--- src/rtl/lfsr_vector_gen_if.sv ---
// ----------------------------------------------------------------------------
// lfsr_vector_gen_if
// Handshake and vector bus between a burst controller and lfsr_vector_gen.
//
// Signals:
//   start      controller -> generator  single-cycle burst request
//   seed_load  controller -> generator  load seed_in into the LFSR
//   seed_in    controller -> generator  seed value (VEC_WIDTH bits)
//   vec        generator  -> CUT        current vector (MSB = first CUT input)
//   vec_valid  generator  -> CUT        vec holds a burst vector
//   vec_idx    generator  -> CUT        index of the vector on vec
//   busy       generator  -> controller burst in progress
//   done       generator  -> controller sticky burst-complete flag
//
// Modports:
//   master  controller side (drives the requests, observes the vector bus)
//   slave   generator side
// ----------------------------------------------------------------------------
interface lfsr_vector_gen_if #(
    parameter int VEC_WIDTH = 41,
    parameter int IDX_W     = 16
);
    logic                 start;
    logic                 seed_load;
    logic [VEC_WIDTH-1:0] seed_in;
    logic [VEC_WIDTH-1:0] vec;
    logic                 vec_valid;
    logic [IDX_W-1:0]     vec_idx;
    logic                 busy;
    logic                 done;

    modport master (
        output start, seed_load, seed_in,
        input  vec, vec_valid, vec_idx, busy, done
    );

    modport slave (
        input  start, seed_load, seed_in,
        output vec, vec_valid, vec_idx, busy, done
    );
endinterface

--- src/rtl/lfsr_vector_gen.sv ---
// ----------------------------------------------------------------------------
// lfsr_vector_gen
// On-chip stimulus source for an ISCAS85 circuit under test. Emits a burst of
// VEC_LENGTH pseudo-random vectors from a Fibonacci LFSR, each vector held for
// HOLD_CYCLES clocks, controlled by a start/busy/done handshake.
//
// Ports:
//   clk   single clock, all state changes on the rising edge
//   rst   synchronous active-high reset
//   bus   lfsr_vector_gen_if.slave: start, seed_load, seed_in in;
//         vec, vec_valid, vec_idx, busy, done out
// ----------------------------------------------------------------------------
module lfsr_vector_gen #(
    parameter int                   VEC_WIDTH   = 41,
    parameter logic [VEC_WIDTH-1:0] POLY        = 41'h120_0000_0000,
    parameter logic [VEC_WIDTH-1:0] SEED        = 41'h1,
    parameter int                   VEC_LENGTH  = 10,
    parameter int                   HOLD_CYCLES = 1,
    parameter int                   IDX_W       = 16
) (
    input  logic               clk,
    input  logic               rst,
    lfsr_vector_gen_if.slave   bus
);

    localparam logic [1:0] ST_IDLE = 2'd0;
    localparam logic [1:0] ST_RUN  = 2'd1;
    localparam logic [1:0] ST_DONE = 2'd2;

    // A one-cycle hold still needs a 1-bit counter so the logic stays uniform.
    localparam int HOLD_W = (HOLD_CYCLES > 1) ? $clog2(HOLD_CYCLES) : 1;

    localparam logic [HOLD_W-1:0] HOLD_LAST = HOLD_W'(HOLD_CYCLES - 1);
    localparam logic [IDX_W-1:0]  IDX_LAST  = IDX_W'(VEC_LENGTH - 1);

    logic [1:0]           state_reg, state_next;
    logic [VEC_WIDTH-1:0] lfsr_reg,  lfsr_next;
    logic [VEC_WIDTH-1:0] vec_reg,   vec_next;
    logic [IDX_W-1:0]     idx_reg,   idx_next;
    logic [HOLD_W-1:0]    hold_reg,  hold_next;

    // Feedback taps: bit i participates when POLY[i] is set.
    logic [VEC_WIDTH-1:0] tap_bits;
    logic                 feedback;
    logic [VEC_WIDTH-1:0] lfsr_step;

    genvar gi;
    generate
        for (gi = 0; gi < VEC_WIDTH; gi++) begin : g_taps
            assign tap_bits[gi] = lfsr_reg[gi] & POLY[gi];
        end
    endgenerate

    assign feedback  = ^tap_bits;
    assign lfsr_step = {lfsr_reg[VEC_WIDTH-2:0], feedback};

    always_comb begin
        state_next = state_reg;
        lfsr_next  = lfsr_reg;
        vec_next   = vec_reg;
        idx_next   = idx_reg;
        hold_next  = hold_reg;

        case (state_reg)
            ST_IDLE, ST_DONE: begin
                // seed_load wins over start; an all-zero seed would lock the
                // LFSR, so it is replaced with SEED.
                if (bus.seed_load) begin
                    lfsr_next = (bus.seed_in == '0) ? SEED : bus.seed_in;
                end else if (bus.start) begin
                    vec_next   = lfsr_reg;
                    lfsr_next  = lfsr_step;
                    idx_next   = '0;
                    hold_next  = '0;
                    state_next = ST_RUN;
                end
            end

            ST_RUN: begin
                if (hold_reg < HOLD_LAST) begin
                    hold_next = hold_reg + 1'b1;
                end else if (idx_reg == IDX_LAST) begin
                    // vec keeps the last vector and the LFSR keeps its advanced
                    // value so a later burst continues the sequence.
                    state_next = ST_DONE;
                end else begin
                    vec_next  = lfsr_reg;
                    lfsr_next = lfsr_step;
                    idx_next  = idx_reg + 1'b1;
                    hold_next = '0;
                end
            end

            default: begin
                state_next = ST_IDLE;
            end
        endcase
    end

    always_ff @(posedge clk) begin
        if (rst) begin
            state_reg <= ST_IDLE;
            lfsr_reg  <= SEED;
            vec_reg   <= '0;
            idx_reg   <= '0;
            hold_reg  <= '0;
        end else begin
            state_reg <= state_next;
            lfsr_reg  <= lfsr_next;
            vec_reg   <= vec_next;
            idx_reg   <= idx_next;
            hold_reg  <= hold_next;
        end
    end

    // Status flags are decoded straight from the state, so busy and done can
    // never overlap and vec_valid always equals busy.
    assign bus.vec       = vec_reg;
    assign bus.vec_idx   = idx_reg;
    assign bus.busy      = (state_reg == ST_RUN);
    assign bus.vec_valid = (state_reg == ST_RUN);
    assign bus.done      = (state_reg == ST_DONE);

endmodule

--- src/flat_wrapper.sv ---
// flat-port wrapper written by rule: the top's interface ports become plain ports
module lfsr_vector_gen_flat 
#(
    parameter int                   VEC_WIDTH   = 41,
    parameter logic [VEC_WIDTH-1:0] POLY        = 41'h120_0000_0000,
    parameter logic [VEC_WIDTH-1:0] SEED        = 41'h1,
    parameter int                   VEC_LENGTH  = 10,
    parameter int                   HOLD_CYCLES = 1,
    parameter int                   IDX_W       = 16
)
  (clk, rst, bus_start, bus_seed_load, bus_seed_in, bus_vec, bus_vec_valid, bus_vec_idx, bus_busy, bus_done);
  lfsr_vector_gen_if #(.VEC_WIDTH(VEC_WIDTH), .IDX_W(IDX_W)) bus_i ();
  input  logic clk;
  input  logic rst;
  input wire logic [$bits(bus_i.start)-1:0] bus_start;
  input wire logic [$bits(bus_i.seed_load)-1:0] bus_seed_load;
  input wire logic [$bits(bus_i.seed_in)-1:0] bus_seed_in;
  output wire logic [$bits(bus_i.vec)-1:0] bus_vec;
  output wire logic [$bits(bus_i.vec_valid)-1:0] bus_vec_valid;
  output wire logic [$bits(bus_i.vec_idx)-1:0] bus_vec_idx;
  output wire logic [$bits(bus_i.busy)-1:0] bus_busy;
  output wire logic [$bits(bus_i.done)-1:0] bus_done;
  assign bus_i.start = bus_start;
  assign bus_i.seed_load = bus_seed_load;
  assign bus_i.seed_in = bus_seed_in;
  assign bus_vec = bus_i.vec;
  assign bus_vec_valid = bus_i.vec_valid;
  assign bus_vec_idx = bus_i.vec_idx;
  assign bus_busy = bus_i.busy;
  assign bus_done = bus_i.done;
  lfsr_vector_gen #(.VEC_WIDTH(VEC_WIDTH), .POLY(POLY), .SEED(SEED), .VEC_LENGTH(VEC_LENGTH), .HOLD_CYCLES(HOLD_CYCLES), .IDX_W(IDX_W)) u_core (.clk(clk), .rst(rst), .bus(bus_i));
endmodule
--- config.mk ---
export PLATFORM = sky130hd
export DESIGN_NAME = lfsr_vector_gen_flat
export DESIGN_NICKNAME = d
export VERILOG_FILES = /design/src/rtl/lfsr_vector_gen_if.sv /design/src/rtl/lfsr_vector_gen.sv /design/src/flat_wrapper.sv
export SDC_FILE = /design/constraint.sdc
export NUM_CORES = 1
export LEC_CHECK = 0
export ABC_CLOCK_PERIOD_IN_PS = 2050
export BUFFER_PORTS_ARGS = -buffer_cell sky130_fd_sc_hd__buf_4
export CORE_MARGIN = 2
export CORE_UTILIZATION = 45
export CTS_BUF_LIST = sky130_fd_sc_hd__clkbuf_8
export DETAILED_ROUTE_END_ITERATION = 6
export HOLD_SLACK_MARGIN = 0.02
export MAX_ROUTING_LAYER = met4
export PLACE_DENSITY_LB_ADDON = 0.08
export SETUP_SLACK_MARGIN = 0.02
export SYNTH_ARGS = -nofsm -noshare
export SYNTH_HDL_FRONTEND = slang
export SYNTH_SLANG_ARGS = --single-unit
--- constraint.sdc ---
create_clock -name clk -period 2.05 [get_ports clk]
set_clock_uncertainty 0.05 [all_clocks]
set_input_delay 0.1025 -clock clk [delete_from_list [all_inputs] [get_ports clk]]
set_output_delay 0.1025 -clock clk [all_outputs]
set_load 0.01 [all_outputs]
==> impl_metrics.yaml <==
layout:
  fillers: 895
  antenna_cells: 0
  syn_to_final_growth_pct: 36.1
  fin_cells: 820
  fin_area_um2: 6110
  drive_gt1_share_pct: 23.0
  layout.nets: 730
synth:
  avgSynthCellArea_um2: 8.04
  ys_ff_latch: 100
  yosys-top-cells-count: "dfxtp_1 (100), nand3_1 (91), a21oi_1 (54), nand2_1 (51), o21ai_0 (47)"
  synth.distinct_cells: 38
  synth_edf_count: 0
  synth_top_cell_by_area: "dfxtp_1"
  netlist.area_leader.share_pct: 44.6
  ys_dominant_reg_cell: "dfxtp_1"
  synthCells: 559
  ys_seq_area_share_pct: 44.6
  synth_most_common_cell: "dfxtp_1"
  yosysWarningCount: 0
  syn_area_um2: 4490
  yosys-top-cells-area: "dfxtp_1 (45%), nand3_1 (10%), a311oi_1 (7.8%), a21oi_1 (6.0%), o21ai_0 (5.2%)"
  async_reset_ff_share_pct: 0
  synth_nets: 606
power:
  vdd_drop_max_uv: 319
  p_sw_share_pct: 29.2
  p_per_area_nw_per_um2: 693
  cellLeakagePower_nw: 2.29
  intPower_mw: 3.00
  power_mw: 4.24
  switchingPower_mw: 1.24
  clockPowerShare_pct: 29.7
  comb_power_share_pct: 18.9
  seqPwrFrac_pct: 51.4
placed_design:
  placed_cells: 765
  port_buffers: 104
  hpwl_mm: 8.54
  gp_congestion: 0.843
  place_area_um2: 5480
critical_path:
  regToRegSetupSlack_ps: 120
  r2r_cells: 7
  critPathBufInv: 2
  crit_path_top_delay_cell: "or4_1"
  path_cells: "inv_1, ha_1, nor4b_4, a41o_4, buf_12, or4_1, a21oi_1"
  crit_type: "reg2reg"
  cp.required_ps: 2290
  rr_endpoint: "u_core.bus.vec_idx[6]"
  path_delay_family: "simple AND/OR/NAND/NOR gates"
  end_kind: "register"
  r2r-start: "u_core.bus.vec_idx[1]"
  crit_arrival_ps: 2160
  slowest_delay_ps: 490
  worst-path-max-fanout: 7
  startpoint_type: "register"
sta:
  whs_ps: 40.6
  rsz0062_at_grt: "no"
  finalSetupViolCount: 0
  fmax_ghz: 0.519
  tightest_slew_ps: 605
  hold_viol_final: 0
  min_period_ps: 1930
  slew_viol_final: 0
  tns_ps: 0
  post-route-period-util_pct: 94.0
  relSlewSlack_pct: 59.7
global_routing:
  grt_pass1_vias: 4557
  antenna_found_initial: 0
  grtUsageTotal_pct: 26.2
  grt_pass1_wl_mm: 22.8
  grt_overflow: 0
  grt_max_degree: 59
cts:
  cts.path.max_buffers: 2
  cts_tree: "done"
  insertion_delay_ps: 360
  cts.sinks: 100
  clk_pin_slew_ps: 100
  cts_made_buffers: 9
  root_buffer: "clkbuf_8"
  htree_levels: 3
die:
  core_um2: 9730
  dieArea_um2: 10800
  ios: 105
  num_rows: 36
  die_y_um: 104
  start_util_pct: 46.2
  fp.dieW_um: 104
detailed_routing:
  ant_nets: 0
  drt_iter0_drc: 286
  drc: 0
  vias_per_cell: 5.87
  wl_mm: 13.9
  wl_per_cell_um: 16.9
  met2_length_mm: 6.61
  drt_first_pass_iters: 5
  num_vias: 4815
  top_layer_used: "met4"
  met1_length_mm: 6.10
  met3_length_um: 895
worst_hold_path:
  hold_class: "in2reg"
  whs_endpoint: "u_core.lfsr_reg[35]"
  min_delay_path_depth: 3
  hp-start: "bus_seed_in[35]"
run:
  drv_cap: 0
outcome:
  outcome: "complete, no violations"
-- per-layer routing --
| metal | up-vias | track usage [%] |
|---|---|---|
| met5 | - | - |
| met4 | 0 | 7.92 |
| met1 | 2263 | 34.6 |
| li1 | 2341 | - |
| met2 | 187 | 41.3 |
| met3 | 24 | 4.45 |
-- cells by family after synthesis --
logic type	after synthesis	synth area share (%)
simple gates	229	25.9
compound gates	161	22.7
flops	100	44.6
buf+inv	66	6.10
fa+ha+maj	2	0.557
xor+xnor	1	0.195
-- timing repair --
item	4_1_cts	5_1_grt
hold buffers	39	0
pin swaps	0	1
cloned	0	0
setup endpoints to repair	31	84
hold endpoints to repair	39	0
setup buffers	0	1
resized for setup	1	4
-- worst min-delay path: stages --
cell and delay [ps]:
buf_4 130, nand3_1 80, a311oi_1 80
-- final cells by class --
type	count	area [um^2]	share of cell area (%)
sequential	100	2000	32.7
timing repair buffer	174	1460	23.8
inverter	5	18.8	0.307
clock inverter	6	66.3	1.08
tap	133	166	2.72
multi-input combinational	393	2280	37.3
clock buffer	9	124	2.03
-- layout by cell type (no fill, tap or decap), drive strengths merged, types with 2 or more instances in the layout --
master,n
a311oi,40
o211ai,2
clkinvlp,2
nand4,3
nor4b,2
ha,2
dlygate4sd3,39
clkbuf,9
nor3,42
buf,135
dfxtp,100
nand2b,3
a2111o,2
a21oi,54
nor4,10
or4,7
and4,2
a2bb2oi,2
nand3,91
o21ai,49
inv,7
o2111ai,3
or3,5
nor3b,2
nor2,7
nand2,51
o31ai,6
-- through the flow --
| stage | util, % | setup slack (ps) |
|---|---|---|
| after floorplan | - | 184 |
| after global placement | 56.4 | 106 |
| after detailed placement | 56.4 | -22.8 |
| after CTS | 62.4 | 27.3 |
| after global routing | 62.8 | 32.6 |
| final | 62.8 | 124 |
-- worst max-delay path by stage --
stage                            endpoint  slack (ps)                   from  cells after the start
global placement       u_core.bus.vec[16]         110  u_core.bus.vec_idx[1]                      7
finish              u_core.bus.vec_idx[6]         120  u_core.bus.vec_idx[1]                      7
floorplan             u_core.lfsr_reg[10]         180  u_core.bus.vec_idx[1]                      8
CTS                   u_core.lfsr_reg[15]          30  u_core.bus.vec_idx[0]                      6
global route        u_core.bus.vec_idx[5]          30    u_core.state_reg[0]                      5
detailed placement     u_core.bus.vec[20]         -20  u_core.bus.vec_idx[0]                      6
-- power groups by stage --
stage               Clock [mW]  Combinational, mW  Sequential [mW]
floorplan                    0              0.422             2.22
global placement             0              0.712             2.22
detailed placement           0              0.724             2.22
CTS                       1.28              0.786             2.18
global route              1.38              0.877             2.20
finish                    1.26              0.801             2.18
Note: power is estimated with default switching activity, not from simulation.
